[config.mk]
export PLATFORM = sky130hd
export DESIGN_NAME = l2_argmax
export DESIGN_NICKNAME = d
export VERILOG_FILES = /design/src/rtl/nn_pkg.sv /design/src/rtl/l2_argmax.sv
export SDC_FILE = /design/constraint.sdc
export NUM_CORES = 1
export LEC_CHECK = 0
export BUFFER_PORTS_ARGS = -buffer_cell sky130_fd_sc_hd__buf_4
export CAP_MARGIN = 20
export CORE_MARGIN = 5
export CORE_UTILIZATION = 40
export CTS_CLUSTER_SIZE = 8
export DETAILED_ROUTE_END_ITERATION = 8
export GPL_TIMING_DRIVEN = 0
export PLACE_DENSITY = 0.6
export SYNTH_ARGS = -nofsm -noshare
export SYNTH_HDL_FRONTEND = slang
export SYNTH_SLANG_ARGS = --single-unit
[constraint.sdc]
create_clock -name clk -period 3.49 [get_ports clk]
set_clock_uncertainty 0.2 [all_clocks]
set_input_delay 0.1745 -clock clk [delete_from_list [all_inputs] [get_ports clk]]
set_output_delay 0.1745 -clock clk [all_outputs]
set_load 0.005 [all_outputs]
[src/rtl/nn_pkg.sv]
// Shared definitions for the layer-2 neuron logic and its argmax stage.
// Holds the classifier FSM encoding and the default class count.
package nn_pkg;

  localparam int NN_NUM_CLASSES = 10;
  localparam int NN_IDX_W       = 4;

  typedef enum logic [1:0] {
    ST_IDLE    = 2'd0,
    ST_COLLECT = 2'd1,
    ST_DONE    = 2'd2
  } l2_state_e;

endpackage

[src/rtl/l2_argmax.sv]
// Scans the layer-2 neuron results of one frame and reports the argmax.
// Strictly-greater compare, so ties keep the lower neuron index.
module l2_argmax
  import nn_pkg::*;
#(
  parameter int NUM_CLASSES = NN_NUM_CLASSES,
  parameter int DW          = 8
) (
  input  logic                clk,
  input  logic                rst,
  input  logic                start,
  input  logic                in_valid,
  input  logic [DW-1:0]       in_data,
  output logic [NN_IDX_W-1:0] neuron_sel,
  output logic                busy,
  output logic                class_valid,
  input  logic                class_ready,
  output logic [NN_IDX_W-1:0] class_id,
  output logic [DW-1:0]       class_score,
  output logic                stray
);

  localparam logic [NN_IDX_W-1:0] LAST =
    NN_IDX_W'(NUM_CLASSES - 1);
  localparam logic [DW-1:0] MIN_SCORE =
    {1'b1, {(DW-1){1'b0}}};

  l2_state_e state_q, state_d;

  logic [NN_IDX_W-1:0] idx_q, idx_d;
  logic [NN_IDX_W-1:0] best_id_q, best_id_d;
  logic [DW-1:0]       best_score_q, best_score_d;
  logic [NN_IDX_W-1:0] class_id_q, class_id_d;
  logic [DW-1:0]       class_score_q, class_score_d;
  logic                stray_q, stray_d;
  logic                better;

  assign better = $signed(in_data) > $signed(best_score_q);

  always_comb begin
    state_d       = state_q;
    idx_d         = idx_q;
    best_id_d     = best_id_q;
    best_score_d  = best_score_q;
    class_id_d    = class_id_q;
    class_score_d = class_score_q;
    stray_d       = stray_q;

    if (in_valid && state_q != ST_COLLECT) begin
      stray_d = 1'b1;
    end

    unique case (1'b1)
      (state_q == ST_IDLE): begin
        if (start) begin
          state_d      = ST_COLLECT;
          idx_d        = '0;
          best_id_d    = '0;
          best_score_d = MIN_SCORE;
        end
      end
      (state_q == ST_COLLECT): begin
        if (in_valid) begin
          if (better) begin
            best_id_d    = idx_q;
            best_score_d = in_data;
          end
          if (idx_q == LAST) begin
            // Final compare feeds the result registers directly.
            state_d       = ST_DONE;
            class_id_d    = better ? idx_q : best_id_q;
            class_score_d = better ? in_data : best_score_q;
          end else begin
            idx_d = idx_q + 1'b1;
          end
        end
      end
      (state_q == ST_DONE): begin
        if (class_ready) begin
          state_d = ST_IDLE;
        end
      end
      default: begin
        state_d = ST_IDLE;
      end
    endcase
  end

  always_ff @(posedge clk) begin
    if (rst) begin
      state_q       <= ST_IDLE;
      idx_q         <= '0;
      best_id_q     <= '0;
      best_score_q  <= MIN_SCORE;
      class_id_q    <= '0;
      class_score_q <= '0;
      stray_q       <= 1'b0;
    end else begin
      state_q       <= state_d;
      idx_q         <= idx_d;
      best_id_q     <= best_id_d;
      best_score_q  <= best_score_d;
      class_id_q    <= class_id_d;
      class_score_q <= class_score_d;
      stray_q       <= stray_d;
    end
  end

  assign neuron_sel  = (state_q == ST_COLLECT) ? idx_q : '0;
  assign busy        = (state_q != ST_IDLE);
  assign class_valid = (state_q == ST_DONE);
  assign class_id    = class_id_q;
  assign class_score = class_score_q;
  assign stray       = stray_q;

endmodule

Yosys cells after proc, flatten, opt, wreduce, memory -nomap -nowiden
Index checks and enable logic that the tools add are counted.
- input bits: 13
- word-level logic and storage cells: 43
- flip-flop bits (word level): 31
- multiplexer cells: 17
- reductions and logical operators: 8
- equal/unequal tests: 9
- $add $sub $neg: 1
- magnitude comparators: 1
- operators by type and width (operator ; number):
    4-bit 2-to-1 mux ; 6
    8-bit 2-to-1 mux ; 3
    4-bit case mux with 2 select lines ; 2
    8-bit case mux with 2 select lines ; 1
    8-bit greater-than comparator ; 1
    2-bit 2-to-1 mux ; 4
    4-bit AND reduction ; 2
    2-bit by 1-bit != test with 1-bit output (second input constant) ; 3
    2-bit != test (second input constant) ; 3
    2-bit case mux with 3 select lines ; 1
    3-bit AND reduction ; 2
    4-bit by 1-bit adder with 4-bit output (second input constant) ; 1
    4-bit == test (second input constant) ; 1
    2-bit nonzero test ; 2
    2-bit by 1-bit == test with 1-bit output (second input constant) ; 1
    2-bit == test (second input constant) ; 1
    2-bit zero test ; 1
    1-bit logical AND ; 1

Logic depth before layout (Yosys ltp)
Gate-level depths: netlist of the first run.
- word-level depth: 4
- depth in mapped cells: 9
- gate-level depth less buffers: 7

Worst setup path after synthesis of the first run
No wires, ideal clock.
- path type: reg-to-reg
- start point: register best_score_q[1]
- end point: register best_id_q[0]
- slack: 1320 ps
- data required time: 3173 ps
- arrival time: 1852 ps
- clock period less this slack: 2170 ps
- buffers on the path: 2
- cell stages (with the launch flop): 10
- library setup time: 117 ps
- cells stage by stage: dfxtp_1 > inv_1 > ha_1 > nor2b_1 > o211ai_1 > a211oi_1 > clkbuf_1 > o32ai_2 > buf_2 > a32o_1
- longest elaborated chain between the ends: 4
- ends and longest elaborated chain (element ; RTL line ; source):
    from (decl) ; l2_argmax.sv:32 ; logic [DW-1:0] best_score_q, best_score_d;
    from (signal assigned) ; l2_argmax.sv:102 ; best_score_q <= best_score_d;
    8-bit greater-than comparator ; l2_argmax.sv:38 ; assign better = $signed(in_data) > $signed(best_score_q);
    4-bit 2-to-1 mux (2 in a row) ; n/a ;
    4-bit case mux with 2 select lines ; n/a ;
    to (signal assigned) ; l2_argmax.sv:101 ; best_id_q <= best_id_d;
    to (decl) ; l2_argmax.sv:31 ; logic [NN_IDX_W-1:0] best_id_q, best_id_d;
Every way passes these cells. The select of a mux whose other input is x is not followed.
A chain may end at the register's enable or synchronous reset.

Worst setup path in the final report of the first run
- start point: input port in_data[7]
- end point: register best_score_q[2]
- longest elaborated chain between the ends: 4
- ends and longest elaborated chain (element ; RTL line ; source):
    from (decl) ; l2_argmax.sv:13 ; input logic [DW-1:0] in_data,
    8-bit greater-than comparator ; l2_argmax.sv:38 ;
    8-bit 2-to-1 mux (2 in a row) ; n/a ;
    8-bit case mux with 2 select lines ; n/a ;
Every way passes these cells. The select of a mux whose other input is x is not followed.

==> metrics.yaml, run 1 <==
logic_synthesis:
  avgSynthCellArea_um2: 8.716
  yosysTopAreaCellShare_pct: 40.00
  yosys_warnings: 0
  synth_cells: 178
  synth_edf_count: 0
  synth_cell_types: 38
  ys_ff_latch: 31
  synth-async-reset-ratio_pct: 0
  ys_seq_area_share_pct: 40.00
  synth_area_leader_cell: "dfxtp_1"
  synth_area_leaders: "dfxtp_1 40%, ha_1 8.1%, a32o_1 7.1%"
  synth_flop_cell: "dfxtp_1"
  synth_nets: 201
  syn-cell-area_um2: 1551
global_routing:
  grt_pass1_vias: 1333
  grt_max_degree: 11
  grt_usage_pct: 15.84
  antenna_found_initial: 0
  grt-ovfl-total: 0
  grt_first_pass_wirelength_mm: 6.396
clock_tree:
  cts-htree-levels: 2
  cts_hold_buf: 10
  cts.sinks: 31
  tritoncts: "built"
  ctsResizeCount: 0
  clkLatencyLatePin_ns: 0.28
  cts_buffers: 5
  cts_setup_buffers: 0
  cts_root_buf: "clkbuf_8"
  path_clk_slew_ns: 0.07
  ctsLongestPathBuffers: 2
finish:
  layout.nets: 249
  final_core_util_pct: 55.49
  stdcell_area_um2: 2062
  syn2layout_area_growth_pct: 32.90
  stdcell_count: 275
  n_antenna_cell: 0
  drive_gt1_share_pct: 20.26
power:
  powerDensity_nw_per_um2: 407.7
  ir_worst_vdd_mv: 0.2193
  totalPowerFinal_mw: 0.8407
  leakage_nw: 0.7925
timing:
  slew_violations: 0
  hold_viol_final: 0
  clock.fmax_mhz: 357.8
  setup_viol: 0
  whs_ns: 0.1218
  period_minus_slack_ns: 2.795
  worst_pin_slew_ns: 0.6527
  slew_headroom_pct: 56.25
  finalCritPeriodShare_pct: 80.07
  rsz0062_at_grt: "false"
  fin_tns_setup_ns: 0
  setup_slack_ns: 0.6954
floorplan:
  dieArea_um2: 5224
  die_x_um: 72.28
  io_pins: 32
  die_h_um: 72.28
  core.rowCount: 22
  start_util_pct: 41.75
  core_um2: 3716
detailed_routing:
  firstDrtPassIters: 4
  drt-total-wl_mm: 4.000
  vias: 1497
  drt_iter0_drc: 154
  remaining_drc_errors: 0
  wire_per_inst_um: 14.55
  drtAntennaViolNets: 0
  routed_via_density: 5.444
setup_path:
  end_kind: "flip-flop"
  required_ns: 3.47
  arrival_ns: 2.77
  crit_fanout: 10
  worst-setup-path-type: "in2reg"
  start_kind: "primary input"
placement:
  pre_cts_ws_ns: 0.9614
  place_congestion: 0.8789
  io_buffers: 31
  placed_cell_area_um2: 1844
  dp_cells: 257
  dp_hpwl_mm: 2.741
outcome:
  outcome: "finished, final reports clean"
hold_path:
  hold_class: "in2reg"
run:
  maxCapViolCount: 0
## worst max-delay path, cell delays in order
cell and delay, ns:
dlygate4sd3_1 0.53, buf_4 0.14, ha_1 0.32, nand4_1 0.14
nor2_1 0.08, a311oi_1 0.34, clkbuf_1 0.41, o32ai_2 0.16
buf_2 0.24, a32o_1 0.22
## Yosys cell counts, types with 2 or more instances
cell type  number
nor2_1         26
nor3_1          2
buf_2           2
inv_1          10
nand2b_1        3
dfxtp_1        31
and2_1          3
ha_1           10
a32o_1         11
or3_1           8
o21ai_1         3
clkbuf_1       10
a21oi_1         7
xnor2_1         2
a311oi_1        8
nor4_1          4
nor2b_1         5
nand2_1         5
a2111oi_0       3
nand4_1         2
o21ai_0         6
## registers in the layout (all words and copies together), names as in the netlist
name / count
class_id: 4
state_q: 2
best_id_q: 4
best_score_q: 8
idx_q: 4
stray: 1
class_score: 8
## worst paths after layout
| check | slack (ns) | startpoint | to | depth (start not counted) |
|---|---|---|---|---|
| setup / recovery | 0.70 | in_data[7] | best_score_q[2] | 10 |
| hold / removal | 0.12 | rst | best_score_q[1] | 3 |
| setup reg to reg | 0.91 | best_score_q[7] | best_score_q[2] | 9 |
| hold reg to reg | 0.26 | class_id[2] | class_id[2] | 2 |
## power by group
| group | leakage, nW | switching, mW | internal [mW] |
|---|---|---|---|
| sequential | 0.251 | 0.00603 | 0.360 |
| combinational | 0.481 | 0.0581 | 0.0445 |
| clock | 0.0612 | 0.141 | 0.231 |
## routing by layer
layer	part of all wire, %	track usage (%)
met5	0	0
met4	0.63	5.010
met2	47	24.27
met3	7.1	4.986
met1	45	21.17
## kinds of logic after synthesis
| kind of cell | after synthesis | share of synthesized area (%) |
|---|---|---|
| compound gates | 45 | 22.42 |
| fa+ha+maj | 10 | 8.065 |
| flops | 31 | 40.00 |
| buf+inv | 24 | 5.968 |
| simple gates | 66 | 22.42 |
| xor+xnor | 2 | 1.129 |
## cell type report
cell class / count / area (um^2)
clock inverters: 2 / 35.03
plain buffers: 13 / 51.30
clock buffers: 6 / 82.58
inverters: 11 / 41.29
fillers: 353 / 1654
multi-input cells: 123 / 838.3
flip-flops and latches: 31 / 620.6
repair buffers: 41 / 332.8
well taps: 48 / 60.06
## layout by cell type, fill, tap and decap left out, types with 2 or more instances in the layout
| cell | Yosys | layout |
|---|---|---|
| a2111oi_0 | 3 | 3 |
| a21oi_1 | 7 | 7 |
| a311oi_1 | 8 | 8 |
| a32o_1 | 11 | 11 |
| and2_1 | 3 | 3 |
| buf_2 | 2 | 2 |
| buf_4 | 0 | 31 |
| clkbuf_1 | 10 | 10 |
| clkbuf_8 | 0 | 6 |
| dfxtp_1 | 31 | 31 |
| dlygate4sd3_1 | 0 | 10 |
| ha_1 | 10 | 10 |
| inv_1 | 10 | 10 |
| nand2_1 | 5 | 5 |
| nand2b_1 | 3 | 3 |
| nand4_1 | 2 | 2 |
| nor2_1 | 26 | 26 |
| nor2b_1 | 5 | 5 |
| nor3_1 | 2 | 2 |
| nor4_1 | 4 | 4 |
| o21ai_0 | 6 | 6 |
| o21ai_1 | 3 | 3 |
| or3_1 | 8 | 8 |
| xnor2_1 | 2 | 2 |
No activity file was read; power rests on OpenSTA's default activity.
==> run 2: changes to the inputs <==
--- a/config.mk
+++ b/config.mk
@@ -12,7 +12,7 @@
 export CTS_CLUSTER_SIZE = 8
 export DETAILED_ROUTE_END_ITERATION = 8
 export GPL_TIMING_DRIVEN = 0
-export PLACE_DENSITY = 0.6
+export PLACE_DENSITY = 0.63
 export SYNTH_ARGS = -nofsm -noshare
 export SYNTH_HDL_FRONTEND = slang
 export SYNTH_SLANG_ARGS = --single-unit
==> constraint.sdc (replaced) <==
create_clock -name clk -period 2.4 [get_ports clk]
set_clock_uncertainty 0.2 [all_clocks]
set_input_delay 0.12 -clock clk [delete_from_list [all_inputs] [get_ports clk]]
set_output_delay 0.12 -clock clk [all_outputs]
set_load 0.005 [all_outputs]
==> run 2 against run 1 <==
Net effect:
- non-clock buffer count is 5 higher
- sequential share of layout area down 1.7 points
- largest cell class unchanged
- wire length rose by 13%
- largest power group is now sequential cells
- hold slack worse by 0.050 ns
- design area rose by 6.7%
- critical path type is now reg2reg
- sequential power grew 45%
==> metrics.yaml, run 2 (synthesis results as in run 1) <==
placement:
  pre_cts_ws_ns: -0.1561
  dp_hpwl_mm: 2.848
  dp_cells: 257
  io_buffers: 31
  place_congestion: 0.8632
timing:
  period_minus_slack_ns: 2.337
  slew_violations: 0
  worst_pin_slew_ns: 0.5725
  setup_slack_ns: 0.06347
  clock.fmax_mhz: 428.0
  fin_tns_setup_ns: 0
  finalCritPeriodShare_pct: 97.36
  setup_viol: 0
  slew_headroom_pct: 61.83
  hold_viol_final: 0
setup_path:
  crit_fanout: 5
  end_kind: "flip-flop"
  required_ns: 2.41
  worst-setup-path-type: "reg2reg"
  start_kind: "flip-flop"
  arrival_ns: 2.34
power:
  ir_worst_vdd_mv: 0.3372
  totalPowerFinal_mw: 1.167
  pwr-share-seq_pct: 45.6
  leakage_nw: 0.8299
  power.internal_mw: 0.8719
  p_sw_mw: 0.2951
  sw_frac_of_total_pct: 25.29
  power_frac_clock_pct: 38.5
  combPwrFrac_pct: 15.9
  powerDensity_nw_per_um2: 530.6
detailed_routing:
  drt-total-wl_mm: 4.514
  drtAntennaViolNets: 0
  wire_per_inst_um: 16.12
  vias: 1577
  remaining_drc_errors: 0
  drt_iter0_drc: 85
  firstDrtPassIters: 4
  routed_via_density: 5.632
global_routing:
  grt_max_degree: 11
  antenna_found_initial: 0
  grt-ovfl-total: 0
  grt_first_pass_wirelength_mm: 6.920
  grt_pass1_vias: 1443
  grt_usage_pct: 17.09
finish:
  final_common_cell: "buf_4"
  fillers: 334
  drive_gt1_share_pct: 28.88
  syn2layout_area_growth_pct: 41.77
  layout.nets: 254
  layout_common_cells: "38 x buf_4, 28 x dfxtp_1, 25 x nor2_1"
  stdcell_count: 280
  regArea_um2: 624.3
  n_antenna_cell: 0
  multi_input_area_um2: 932.1
clock_tree:
  cts-htree-levels: 2
  cts.sinks: 31
  tritoncts: "built"
  cts_buffers: 5
  path_clk_slew_ns: 0.06
  clkLatencyLatePin_ns: 0.28
  ctsLongestPathBuffers: 2
  cts_root_buf: "clkbuf_8"
outcome:
  outcome: "finished, final reports clean"
floorplan:
  start_util_pct: 41.75
  core.rowCount: 22
  dieArea_um2: 5224
  die_x_um: 72.28
  die_h_um: 72.28
  core_um2: 3716
  io_pins: 32
hold_path:
  hold_class: "in2reg"
run:
  maxCapViolCount: 0
run 2: power groups by stage:
stage,clock [mW],sequential [mW],combinational [mW]
after floorplan,0,0.541,0.0829
after global placement,0,0.543,0.133
after detailed placement,0,0.543,0.137
after CTS,0.458,0.532,0.154
after global routing,0.485,0.533,0.203
final,0.449,0.532,0.185
run 2: path summary, 6_finish.rpt:
check / start / end / slack, ns / cells after the start
setup / recovery: best_score_q[5] / class_id[2] / 0.06 / 9
hold / removal: rst / best_score_q[1] / 0.07 / 3
setup reg to reg: best_score_q[5] / class_id[2] / 0.06 / 9
hold reg to reg: best_score_q[4] / best_score_q[4] / 0.26 / 1
run 2: what timing repair did:
action / 4_1_cts / 5_1_grt
hold buffers: 11 / 0
resized for setup: 8 / 26
endpoints found under the hold margin: 18 / 0
setup buffers: 0 / 4
endpoints found under the setup margin: 13 / 19
pin swaps: 0 / 4
run 2: area by class of cell:
class / instances / share of cell area [%]
multi-input combinational: 123 / 42.38
buffer: 13 / 3.242
clock buffer: 8 / 4.551
tap: 48 / 2.730
inverter: 11 / 1.877
timing repair buffer: 46 / 16.84
sequential: 31 / 28.38
run 2: routing by layer:
| layer | wire (um) | vias to the layer above | track usage (%) |
|---|---|---|---|
| met4 | 51 | 0 | 7.098 |
| met1 | 1932 | 764 | 21.51 |
| met3 | 215 | 7 | 3.878 |
| met5 | 0 | - | 0 |
| met2 | 2314 | 43 | 28.01 |
| li1 | - | 763 | - |
run 2: critical path, cell delays in order, from the launching register on:
cell and delay, ns:
dfxtp_1 0.33, inv_1 0.07, ha_4 0.27, nand4_1 0.14, nor2_2 0.19, a311oi_2 0.08, buf_4 0.18, buf_2 0.16
or4b_1 0.51, a21oi_1 0.13
run 2: through the flow:
step	cell area, um^2	hold WS (ns)	utilization [%]
detailed placement	1844	0.1833	49.63
finish	2200	0.07148	59.19
global placement	1844	0.1786	49.63
CTS	2072	0.06096	55.76
floorplan	1551	0.05948	-
global route	2200	0.06598	59.19
